==> src/rtl/exec_fwd_scoreboard.sv <==
// Execute-stage forwarding and load-use hazard controller.
// Tracks post-execute register writers in a shadow pipeline and picks a forwarding source per operand.
module exec_fwd_scoreboard #(
   parameter int NUM_SRC         = 3,
   parameter int NUM_FWD         = 2,
   parameter int REG_W           = 4,
   parameter int LOAD_READY_SLOT = 1,
   parameter int PC_REG          = 15,
   parameter int SEL_W           = $clog2(NUM_FWD + 1),
   parameter int CNT_W           = 16
) (
   input  logic                     clk,
   input  logic                     rst_n,
   input  logic                     ex_valid,
   input  logic                     ex_wr_en,
   input  logic [REG_W-1:0]         ex_wr_reg,
   input  logic                     ex_is_load,
   input  logic                     ex_flush,
   input  logic [NUM_SRC-1:0]       src_used,
   input  logic [NUM_SRC*REG_W-1:0] src_reg,
   output logic [NUM_SRC*SEL_W-1:0] fwd_sel,
   output logic                     stall,
   output logic [NUM_FWD-1:0]       slot_valid,
   output logic [CNT_W-1:0]         stall_cycles
);

   localparam logic [REG_W-1:0] PC_IDX  = REG_W'(PC_REG);
   localparam logic [CNT_W-1:0] CNT_MAX = '1;

   logic [NUM_FWD-1:0]             slot_valid_q, slot_valid_d;
   logic [NUM_FWD-1:0]             slot_load_q, slot_load_d;
   logic [NUM_FWD-1:0][REG_W-1:0]  slot_reg_q, slot_reg_d;
   logic [NUM_FWD-1:0]             slot_ready_s;
   logic [CNT_W-1:0]               stall_cnt_q, stall_cnt_d;
   logic [NUM_SRC*SEL_W-1:0]       fwd_sel_s;
   logic                           stall_s;

   // Load data only becomes forwardable once it reaches LOAD_READY_SLOT
   always_comb begin
      for (int k = 0; k < NUM_FWD; k++) begin
         if (k >= LOAD_READY_SLOT) begin
            slot_ready_s[k] = 1'b1;
         end else begin
            slot_ready_s[k] = ~slot_load_q[k];
         end
      end
   end

   // Per-operand youngest-match search; an unready youngest match blocks issue
   always_comb begin
      logic                 hit;
      logic                 match;
      logic                 win_ready;
      logic                 blocked;
      logic [SEL_W-1:0]     win;
      logic [REG_W-1:0]     opnd;
      fwd_sel_s = '0;
      blocked   = 1'b0;
      for (int i = 0; i < NUM_SRC; i++) begin
         opnd      = src_reg[i*REG_W +: REG_W];
         hit       = 1'b0;
         win       = '0;
         win_ready = 1'b0;
         for (int k = NUM_FWD - 1; k >= 0; k--) begin
            match     = src_used[i] & slot_valid_q[k] & (slot_reg_q[k] == opnd) & (opnd != PC_IDX);
            win       = match ? SEL_W'(k + 1) : win;
            win_ready = match ? slot_ready_s[k] : win_ready;
            hit       = hit | match;
         end
         if (hit && win_ready) begin
            fwd_sel_s[i*SEL_W +: SEL_W] = win;
         end else begin
            fwd_sel_s[i*SEL_W +: SEL_W] = '0;
         end
         blocked = blocked | (hit & ~win_ready);
      end
      stall_s = ex_valid & ~ex_flush & blocked;
   end

   // Shadow pipeline advance and saturating stall counter
   always_comb begin
      slot_valid_d[0] = ex_valid & ex_wr_en & ~stall_s & ~ex_flush;
      slot_reg_d[0]   = ex_wr_reg;
      slot_load_d[0]  = ex_is_load;
      for (int k = 1; k < NUM_FWD; k++) begin
         slot_valid_d[k] = slot_valid_q[k-1];
         slot_reg_d[k]   = slot_reg_q[k-1];
         slot_load_d[k]  = slot_load_q[k-1];
      end
      if (stall_s && (stall_cnt_q != CNT_MAX)) begin
         stall_cnt_d = stall_cnt_q + CNT_W'(1);
      end else begin
         stall_cnt_d = stall_cnt_q;
      end
   end

   // State registers
   always_ff @(posedge clk or negedge rst_n) begin
      if (!rst_n) begin
         slot_valid_q <= '0;
         slot_reg_q   <= '0;
         slot_load_q  <= '0;
         stall_cnt_q  <= '0;
      end else begin
         slot_valid_q <= slot_valid_d;
         slot_reg_q   <= slot_reg_d;
         slot_load_q  <= slot_load_d;
         stall_cnt_q  <= stall_cnt_d;
      end
   end

   assign fwd_sel      = fwd_sel_s;
   assign stall        = stall_s;
   assign slot_valid   = slot_valid_q;
   assign stall_cycles = stall_cnt_q;

endmodule

==> config.mk <==
export PLATFORM = sky130hd
export DESIGN_NAME = exec_fwd_scoreboard
export DESIGN_NICKNAME = d
export VERILOG_FILES = /design/src/rtl/exec_fwd_scoreboard.sv
export SDC_FILE = /design/constraint.sdc
export NUM_CORES = 1
export LEC_CHECK = 0
export CELL_PAD_IN_SITES_DETAIL_PLACEMENT = 1
export CELL_PAD_IN_SITES_GLOBAL_PLACEMENT = 2
export CORE_ASPECT_RATIO = 1.25
export CORE_MARGIN = 2
export CORE_UTILIZATION = 30
export CTS_CLUSTER_DIAMETER = 30
export DETAILED_ROUTE_END_ITERATION = 10
export GPL_TIMING_DRIVEN = 1
export PLACE_DENSITY_LB_ADDON = 0.08
export SETUP_SLACK_MARGIN = 0.5
export SYNTH_ARGS = -nofsm -noshare
export SYNTH_HDL_FRONTEND = slang
export SYNTH_SLANG_ARGS = --single-unit
==> constraint.sdc <==
create_clock -name clk -period 4.1 [get_ports clk]
set_clock_uncertainty 0.15 [all_clocks]
set_input_delay 0.82 -clock clk [delete_from_list [all_inputs] [get_ports clk]]
set_output_delay 0.82 -clock clk [all_outputs]
set_load 0.005 [all_outputs]
==> flow_summary_export.csv <==
group,metric,value,unit
setup_path,cp_slowest_cell,"clkdlybuf4s50_1",
routing,routedWlPerCell,16.7,um
routing,dr.first_iter.drc_count,21,
synthesis,post_synth_fa_ha_maj_area_fraction,0.806,%
final_layout,layout_commonest_cell,"clkdlybuf4s50_1",
global_route,grt_max_degree,28,
final_layout,drive_gt1_share,16.2,%
routing,drc_errors,0,
synthesis,avgSynthCellArea,11.0,um^2
setup_path,crit_path_max_incr_delay,0.56,ns
routing,dr.pass1.iters,4,
floorplan,ioPinCount,50,
synthesis,syn_nets,167,
synthesis,syn_area,0.00155,mm^2
synthesis,synth_top_family_by_area,"simple AND/OR/NAND/NOR gates",
setup_path,endpoint_kind,"primary output",
floorplan,initial_core_util,30.8,%
setup_path,cp-start-kind,"input pin",
clock_network,clockBufferDepth,2,
global_route,grt_pass1_wl,7.06,mm
clock_network,cts_tree,"yes",
global_route,grt_use_total,16.2,%
setup_path,reg2reg_from,"slot_reg_d[6]",
synthesis,async_flop_share,100,%
clock_network,clk_latency,0.28,ns
synthesis,synth.mux.area_fraction,2.90,%
sta,fmax,0.287,GHz
sta,rsz0062_at_grt,"true",
floorplan,die_w,68.3,um
global_route,grt_pass1_vias,1463,
synthesis,syn_inst,141,
synthesis,synth_compound_area_share,1.53,%
setup_path,worstSetupEndpoint,"stall",
pwr,seq_power_share,54.9,%
floorplan,dieArea,0.00577,mm^2
pwr,powerDensity,234,mW/mm^2
setup_path,arrival,2.52,ns
routing,drtAntennaViolNets,0,
place,io_buffers,49,
synthesis,synth_xor_area_share,20.8,%
status,status,"finished clean",
place,placed_cell_area,0.00212,mm^2
synthesis,synth_seq_area_share,43.5,%
setup_path,crit_fanout,3,
final_layout,stdcell_area,0.00222,mm^2
sta,fin_tns_setup,0,ns
sta,tightest_slew,0.358,ns
setup_path,r2r-end,"stall_cycles[14]",
pwr,leakagePower,0.916,nW
pwr,p_clk_share,30.6,%
sta,slew_headroom,75.8,%
global_route,gr-usage-met3,1.74,%
flow_run,maxCapViolations,0,
synthesis,ys_warn_count,0,
global_route,overflow,0,
setup_path,startpoint,"src_reg[8]",
sta,hold_viol,0,
setup_path,cp.required,3.13,ns
sta,min_period,3.49,ns
final_layout,final_cell_mix,"clkdlybuf4s50_1 (38), dfrtp_1 (27), xnor2_1 (18), xor2_1 (16)",
final_layout,finalNetCount,225,
global_route,grt.met1_usage,18.4,%
sta,drv_slew,0,
global_route,grtUsageMet2,29.7,%
clock_network,cts_root_buf,"clkbuf_8",
synthesis,synth_cell_types,32,
place,hpwl,3.38,mm
pwr,peakVddDrop,0.154,mV
pwr,power.internal,0.382,mW
final_layout,areaGrowthSynthToFinish,42.9,%
final_layout,fillers,575,
setup_path,r2r_slack,1.59,ns
pwr,p_switching,0.135,mW
sta,setup_viol,0,
floorplan,die_y,84.4,um
floorplan,design.core.area,0.00504,mm^2
clock_network,cts_max_level,1,
synthesis,yosys_register_bits,27,
place,place.gp.congestion,0.760,
clock_network,numCtsBuffers,3,
clock_network,postCtsHoldBufs,0,
setup_path,path_cells,"clkdlybuf4s50_1 > xnor2_1 > nand2_1 > nor3_4 > nor3_4 > nor2_1 > clkdlybuf4s50_1",
synthesis,synth_edf_count,0,
clock_network,path_clk_slew,0.10,ns
min_path,hold_class,"reg -> reg",
pwr,power_switching_share,26.1,%
global_route,grt-busiest-layer,"met2",
synthesis,ys.flop_type,"dfrtp_1",
pwr,power_frac_comb,14.5,%
clock_network,cts.sinks,27,
final_layout,diodes,0,
routing,viasPerCell,5.01,
routing,finalWirelength,4.34,mm
floorplan,num_rows,29,
global_route,antenna_found_initial,0,
routing,num_vias,1303,
sta,post-route-period-util,85.0,%
synthesis,yosys.area_share.simple,28.5,%
setup_path,reg2reg_depth,7,
setup_path,crit_type,"in -> out",
-- kinds of logic after synthesis --
kind of cell    count (synthesis)
buf+inv                         5
mux                             4
simple gates                   65
fa+ha+maj                       1
xor+xnor                       36
flops                          27
compound gates                  3
-- what timing repair did --
| action | 4_1_cts | 5_1_grt |
|---|---|---|
| cloned | 0 | 0 |
| gates resized for setup | 9 | 6 |
| setup buffers | 4 | 0 |
| endpoints found under the setup margin | 3 | 3 |
| pin swaps | 5 | 2 |
-- synthesized netlist by cell type (2+ instances only) --
| cell | count | area [um^2] |
|---|---|---|
| dfrtp_1 | 27 | 676 |
| xnor2_1 | 19 | 166 |
| xor2_1 | 16 | 140 |
| nand2_1 | 12 | 45.0 |
| nand3_1 | 12 | 60.1 |
| nand4_1 | 8 | 50.1 |
| nor3_1 | 6 | 30.0 |
| nor4_1 | 6 | 37.5 |
| nor4_2 | 5 | 62.6 |
| mux2_2 | 4 | 45.0 |
| nor2_1 | 3 | 11.3 |
| inv_1 | 2 | 7.51 |
| nor4_4 | 2 | 42.5 |
-- worst max-delay path, delay by kind of cell --
kind          cells  cell delay (ns)
buf+inv           2             1.06
simple gates      4             0.50
xor+xnor          1             0.14
-- area by class of cell --
class | count | area, um^2 | share of cell area (%)
tap | 62 | 77.6 | 3.50
sequential | 27 | 676 | 30.5
timing repair buffer | 56 | 541 | 24.4
clock buffer | 3 | 41.3 | 1.86
multi-input combinational | 109 | 867 | 39.1
inverter | 2 | 7.51 | 0.339
clock inverter | 1 | 7.51 | 0.339
-- power groups by stage --
| stage | Sequential, mW | Clock, mW | Combinational [mW] |
|---|---|---|---|
| global placement | 0.290 | 0 | 0.0740 |
| floorplan | 0.285 | 0 | 0.0322 |
| global route | 0.285 | 0.174 | 0.0830 |
| detailed placement | 0.290 | 0 | 0.0762 |
| CTS | 0.285 | 0.166 | 0.0753 |
| finish | 0.284 | 0.158 | 0.0753 |
-- layer usage --
layer / wire, um / part of all wire [%]
met1: 1680 / 39
met2: 2400 / 55
met3: 156 / 3.6
met4: 106 / 2.4
met5: 0 / 0
-- how the worst min path moves through the flow --
stage / from / cells past startpoint / slack, ns / end
after floorplan: slot_valid[0] / 0 / 0.26 / slot_valid[1]
after global placement: stall_cycles[5] / 1 / 0.33 / stall_cycles[5]
after detailed placement: stall_cycles[5] / 1 / 0.35 / stall_cycles[5]
after CTS: stall_cycles[5] / 1 / 0.37 / stall_cycles[5]
after global routing: slot_valid[0] / 0 / 0.39 / slot_valid[1]
final: stall_cycles[5] / 1 / 0.36 / stall_cycles[5]
-- per-stage QoR --
step | instances | total power [mW] | worst slack [ns] | hold WS (ns) | util (%)
floorplan | 141 | 0.318 | 1.43 | 0.263 | -
global placement | 252 | 0.364 | 0.204 | 0.335 | 42.0
detailed placement | 252 | 0.366 | 0.114 | 0.350 | 42.0
CTS | 260 | 0.526 | 0.508 | 0.371 | 43.5
global route | 260 | 0.542 | 0.458 | 0.385 | 44.0
finish | 260 | 0.518 | 0.615 | 0.358 | 44.0
-- registers in the layout, summed over array words and instances, names as in the netlist --
signal / flops
slot_valid: 2
slot_load_q: 1
slot_reg_d: 4
stall_cycles: 16
slot_reg_q: 4
Power figures use the tool's default switching activity.
